$ cat src/rtl/gshare_recovery_ctrl.sv
// Mispredict recovery sequencer for a gshare predictor: queues retired mispredicts,
// replays each as a one-cycle rollback pulse, and arbitrates fetch lookups around it.
module gshare_recovery_ctrl #(
  parameter int BH_SIZE = 8,
  parameter int QDEPTH  = 4,
  parameter int CNT_W   = 16
) (
  input  logic               clock,
  input  logic               reset,
  input  logic               fetch_req,
  input  logic [31:0]        fetch_pc,
  input  logic               rt_valid,
  input  logic               rt_mispredict,
  input  logic [31:0]        rt_pc_in,
  input  logic [BH_SIZE-1:0] rt_gh,
  output logic               fetch_grant,
  output logic               gs_enable,
  output logic               gs_if_branch,
  output logic [31:0]        gs_pc_in,
  output logic               gs_clear_en,
  output logic               gs_obq_bh_pred_valid,
  output logic [BH_SIZE-1:0] gs_obq_gh_in,
  output logic [31:0]        gs_rt_pc,
  output logic               busy,
  output logic               overflow,
  output logic [CNT_W-1:0]   correct_cnt,
  output logic [CNT_W-1:0]   mispred_cnt
);

  localparam int AW = $clog2(QDEPTH);
  localparam logic [AW:0]      DEPTH   = (AW+1)'(QDEPTH);
  localparam logic [CNT_W-1:0] CNT_MAX = '1;

  typedef enum logic [1:0] {IDLE, RECOVER, SETTLE} state_t;

  state_t             state_q, state_d;
  logic [31:0]        mem_pc [QDEPTH];
  logic [BH_SIZE-1:0] mem_gh [QDEPTH];
  logic [AW-1:0]      wr_ptr_q, rd_ptr_q;
  logic [AW:0]        count_q;
  logic [31:0]        rec_pc_q;
  logic [BH_SIZE-1:0] rec_gh_q;
  logic               overflow_q;
  logic [CNT_W-1:0]   correct_q, mispred_q;

  logic push_req, empty, full, pop, push, drop;

  assign push_req = rt_valid & rt_mispredict;
  assign empty    = (count_q == '0);
  assign full     = (count_q == DEPTH);
  assign pop      = (state_q == IDLE) && !empty;
  // A pop in the same cycle frees the slot, so a push into a full queue still lands.
  assign push     = push_req && (!full || pop);
  assign drop     = push_req && full && !pop;

  // NOTE: sequential state uses non-blocking assignments so every register samples
  // pre-edge values, independent of statement order.
  always_ff @(posedge clock) begin
    if (reset) begin
      state_q    <= IDLE;
      wr_ptr_q   <= '0;
      rd_ptr_q   <= '0;
      count_q    <= '0;
      rec_pc_q   <= '0;
      rec_gh_q   <= '0;
      overflow_q <= 1'b0;
      correct_q  <= '0;
      mispred_q  <= '0;
    end else begin
      state_q <= state_d;
      if (push) wr_ptr_q <= wr_ptr_q + 1'b1;
      if (pop) begin
        rd_ptr_q <= rd_ptr_q + 1'b1;
        rec_pc_q <= mem_pc[rd_ptr_q];
        rec_gh_q <= mem_gh[rd_ptr_q];
      end
      case ({push, pop})
        2'b10:   count_q <= count_q + 1'b1;
        2'b01:   count_q <= count_q - 1'b1;
        default: count_q <= count_q;
      endcase
      if (drop) overflow_q <= 1'b1;
      if (rt_valid && !rt_mispredict && correct_q != CNT_MAX) correct_q <= correct_q + 1'b1;
      if (push_req && mispred_q != CNT_MAX) mispred_q <= mispred_q + 1'b1;
    end
  end

  // NOTE: queue storage has no reset; occupancy and pointers alone define which
  // entries are valid, so clearing the array would only add reset fan-out.
  always_ff @(posedge clock) begin
    if (push && !reset) begin
      mem_pc[wr_ptr_q] <= rt_pc_in;
      mem_gh[wr_ptr_q] <= rt_gh;
    end
  end

  // NOTE: every output and next-state variable gets a default first so no path
  // through the case leaves one unassigned and infers a latch.
  always_comb begin
    state_d              = state_q;
    fetch_grant          = 1'b0;
    gs_enable            = 1'b0;
    gs_if_branch         = 1'b0;
    gs_pc_in             = '0;
    gs_clear_en          = 1'b0;
    gs_obq_bh_pred_valid = 1'b0;
    gs_obq_gh_in         = '0;
    gs_rt_pc             = '0;
    case (state_q)
      IDLE: begin
        fetch_grant  = fetch_req;
        gs_enable    = fetch_req;
        gs_if_branch = fetch_req;
        gs_pc_in     = fetch_req ? fetch_pc : '0;
        if (pop) state_d = RECOVER;
      end
      RECOVER: begin
        gs_clear_en          = 1'b1;
        gs_obq_bh_pred_valid = 1'b1;
        gs_obq_gh_in         = rec_gh_q;
        gs_rt_pc             = rec_pc_q;
        state_d              = SETTLE;
      end
      SETTLE:  state_d = IDLE;
      default: state_d = IDLE;
    endcase
    // While reset is held, only the idle-state fetch grant stays live.
    if (reset) begin
      gs_enable            = 1'b0;
      gs_if_branch         = 1'b0;
      gs_pc_in             = '0;
      gs_clear_en          = 1'b0;
      gs_obq_bh_pred_valid = 1'b0;
      gs_obq_gh_in         = '0;
      gs_rt_pc             = '0;
    end
  end

  assign busy        = !reset && (!empty || state_q != IDLE);
  assign overflow    = !reset && overflow_q;
  assign correct_cnt = reset ? '0 : correct_q;
  assign mispred_cnt = reset ? '0 : mispred_q;

endmodule

$ cat config.mk
export PLATFORM = sky130hd
export DESIGN_NAME = gshare_recovery_ctrl
export DESIGN_NICKNAME = d
export VERILOG_FILES = /design/src/rtl/gshare_recovery_ctrl.sv
export SDC_FILE = /design/constraint.sdc
export NUM_CORES = 1
export LEC_CHECK = 0
export CORE_MARGIN = 8
export CORE_UTILIZATION = 35
export DETAILED_ROUTE_END_ITERATION = 10
export MAX_ROUTING_LAYER = met4
export PLACE_DENSITY_LB_ADDON = 0.2
export RECOVER_POWER = 25
export SLEW_MARGIN = 20
export SYNTH_ARGS = -nofsm -noshare
export SYNTH_HDL_FRONTEND = slang
export SYNTH_SLANG_ARGS = --single-unit
$ cat constraint.sdc
create_clock -name clock -period 2.82 [get_ports clock]
set_clock_uncertainty 0.1 [all_clocks]
set_input_delay 0.846 -clock clock [delete_from_list [all_inputs] [get_ports clock]]
set_output_delay 0.846 -clock clock [all_outputs]
set_load 0.01 [all_outputs]
==> flow_summary_export.csv <==
group,metric,value,unit
run_status,outcome,"finished with violations",
run_status,failed_checks,"negative setup slack",
timing,tightest_slew,0.667,ns
synth,synthTopCellsByArea,"edfxtp_1, dfxtp_1, mux4_2",
detailed_routing,wl_met1,10900,µm
worst_setup_path,rrSetupSlack,0.66,ns
timing,drv_slew,0,
die,core_area,28400,µm²
timing,relSlewSlack,55.1,%
power_and_ir_drop,power.total,10.3,mW
timing,whs,0.349,ns
finish,drive_gt1_share,29.9,%
global_routing,antenna_found_initial,3,
synth,netlist_area,9980,µm²
min_path,holdPathStages,2,
min_path,hold_start,"rec_pc_q[23]",
detailed_routing,antenna_left,0,
detailed_routing,routed_wirelength,24900,µm
synth,synth_compound_area_share,4.41,%
worst_setup_path,r2r-start,"state_q[1]",
placed_design,port_buffers,187,
die,io_pins,188,
worst_setup_path,r2r_cells,6,
power_and_ir_drop,power.leakage,5.16,nW
synth,async_flop_share,0,%
worst_setup_path,crit_fanout,5,
detailed_routing,drt_iter0_markers,356,
timing,worst_slack,-0.0265,ns
detailed_routing,vias_per_cell,4.77,
detailed_routing,wl_per_cell,17.8,µm
worst_setup_path,arrival,1.90,ns
die,die_area,34200,µm²
detailed_routing,highest_layer,"met4",
run,maxCapViolations,0,
synth,yosysWarnings,0,
synth,avgSynthCellArea,13.3,µm²
synth,ys_ff_latch,242,
synth,ys_seq_area_share,64.6,%
synth,synth_fa_ha_area_share,0.953,%
die,die_h,185,µm
worst_setup_path,worst_setup_path_start_kind,"input pin",
detailed_routing,via_count,6663,
die,rows,62,
worst_setup_path,crit_top_cell,"buf_12",
min_path,holdPathEnd,"rec_pc_q[23]",
clocking,htreeDepth,1,
synth,synth_top_area_share,48.1,%
worst_setup_path,cp_slowest_cell,"nor3b_4",
clocking,tritoncts,"done",
detailed_routing,drc,0,
synth,synth-xor-area-share,0.263,%
finish,final_cell_count_no_fill,1397,
placed_design,globalplace.congestion,0.807,
synth,synth.top_cells.by_count,"edfxtp_1, nand2_1, dfxtp_1, and2_1, a21oi_1",
synth,synth_cell_type_count,52,
global_routing,grt_pass1_vias,6909,
timing,period_needed,2.85,ns
timing,finalSetupViolations,17,
worst_setup_path,worst-setup-path-type,"input pin to output port",
global_routing,grt_overflow,0,
die,chipWidth,185,µm
timing,hold_viol,0,
timing,fin_crit_sh,101,%
placed_design,pre_cts_ws,-0.663,ns
worst_setup_path,startpoint,"reset",
clocking,clkTransAtPathRegs,0.06,ns
finish,layout.nets,1074,
clocking,numClockSinks,242,
global_routing,grt_pass1_wl,38300,µm
clocking,clk_path_buf_depth,3,
clocking,worstSkewPairLatency,0.52,ns
synth,syn-num-nets,836,
min_path,hold_path.class,"flop to flop",
timing,fmax,351,MHz
placed_design,dpl.hpwl,15800,µm
detailed_routing,firstDrtPassIters,4,
synth,synth_top_family_by_area,"simple AND/OR/NAND/NOR gates",
placed_design,dp.cells,1327,
worst_setup_path,cp_slowest_stage_delay,0.17,ns
power_and_ir_drop,powerDensity,738,nW/µm²
power_and_ir_drop,irDropWorstVdd,0.450,mV
worst_setup_path,timing.critical_path.buf_inv,6,
worst_setup_path,critPathRequiredTime,1.87,ns
worst_setup_path,worst_r2r_endpoint,"count_q[2]",
detailed_routing,wl_met3,1820,µm
worst_setup_path,crit_family,"buffers and inverters",
worst_setup_path,cp-end-kind,"output port",
synth,synth_top_cell_by_area,"edfxtp_1",
synth,synth-edff-count,160,
global_routing,grt_max_degree,44,
synth,synth_simple_gate_area_share,16.8,%
clocking,cts_root_buf,"clkbuf_16",
detailed_routing,met2_wirelength,11800,µm
clocking,cts_buffers,26,
finish,area_growth,39.1,%
synth,syn_inst,752,
die,initial_core_util,35.2,%
timing,setup_tns,-0.168,ns
synth,yosysMostFrequentCell,"edfxtp_1",
worst_setup_path,cp_cell_sequence,"buf_12 > nor3b_4 > buf_6 > buf_12 > buf_12 > clkbuf_16 > and2_4 > buf_6",
global_routing,grt.total_usage,14.6,%
timing,rsz0062_at_grt,"yes",
clocking,ctsHoldBuffers,0,
synth,synth_ff_type,"edfxtp_1",
synth,synthMuxAreaShare,10.9,%
-- what timing repair did --
action                     in CTS  in global routing
cloned                          7                  1
resized for setup             376                 75
buffers inserted               13                  3
setup endpoints to repair     111                 66
pin swaps                       6                 25
-- layout by cell type, fill, tap and decap left out, types with 4 or more instances in the layout --
master	instances
edfxtp_1	160
nand2_1	92
dfxtp_1	78
a21oi_1	52
buf_6	47
clkdlybuf4s50_1	45
and2_4	40
mux4_2	40
nor2_1	36
buf_4	35
and2_1	34
dlygate4sd2_1	34
nor2b_1	32
dlygate4sd3_1	31
clkbuf_16	28
buf_2	25
buf_12	18
nor3_1	12
mux2_2	11
or3_1	10
o21ai_0	10
nand4_1	9
inv_1	8
nand3_1	8
clkbuf_2	8
clkinv_2	7
ha_1	6
mux2_1	5
and2_2	4
nor4b_1	4
-- area by class of cell --
| cell class | count | area (µm²) |
|---|---|---|
| antenna | 3 | 7.51 |
| clock inverter | 19 | 178 |
| tap | 384 | 480 |
| multi-input combinational | 459 | 3490 |
| fill | 2593 | 14500 |
| inverter | 8 | 30.0 |
| clock buffer | 29 | 683 |
| timing repair buffer | 253 | 2560 |
| sequential | 242 | 6460 |
-- report_power, final --
| group | switching, mW | internal (mW) | total, mW | leakage (nW) |
|---|---|---|---|---|
| Clock | 1.37 | 2.02 | 3.38 | 0.414 |
| Combinational | 1.25 | 1.25 | 2.50 | 2.63 |
| Sequential | 0.263 | 4.11 | 4.37 | 2.12 |
-- how the worst max path moves through the flow --
stage / to / depth (start not counted)
5_1_grt: gs_pc_in[8] / 7
6_report: gs_rt_pc[9] / 8
3_3_place_gp: gs_pc_in[12] / 6
4_1_cts: gs_rt_pc[3] / 9
2_1_floorplan: busy / 4
3_5_place_dp: gs_pc_in[16] / 6
-- layer usage --
metal	track usage, %	up-vias
li1	-	3223
met1	18.0	3215
met2	24.1	195
met3	3.63	30
met4	3.43	0
met5	-	-
-- worst reg2reg max path, stage by stage, from the launching register on --
cell	delay (ns)
dfxtp_4	0.36
or2_2	0.36
nor3_1	0.21
inv_1	0.08
fa_1	0.38
a22oi_1	0.20
mux2_2	0.35
-- registers in the layout, indices dropped and copies added, names as in the netlist --
signal and flops:
correct_q 16, count_q 3, mem_gh 32, mem_pc 128, mispred_q 16, overflow_q 1, rd_ptr_q 2, rec_gh_q 8
rec_pc_q 32, state_q 2, wr_ptr_q 2
-- cell families (layout without fill, tap and decap cells) --
kind of cell	count (synthesis)	in the layout
multiplexers	57	57
adder cells (fa/ha/maj)	7	7
AND/OR/NAND/NOR	314	314
buffers and inverters	51	309
other	0	3
XOR/XNOR	3	3
AO/OA/AOI/OAI	78	78
flip-flops	242	242
-- metrics by stage --
| stage | util (%) | instance area (µm²) |
|---|---|---|
| CTS | 48.1 | 13700 |
| finish | 48.9 | 13900 |
| detailed placement | 44.7 | 12700 |
| global placement | 44.7 | 12700 |
| floorplan | - | 9990 |
| global route | 48.9 | 13900 |
No activity file was read; power rests on OpenSTA's default activity.
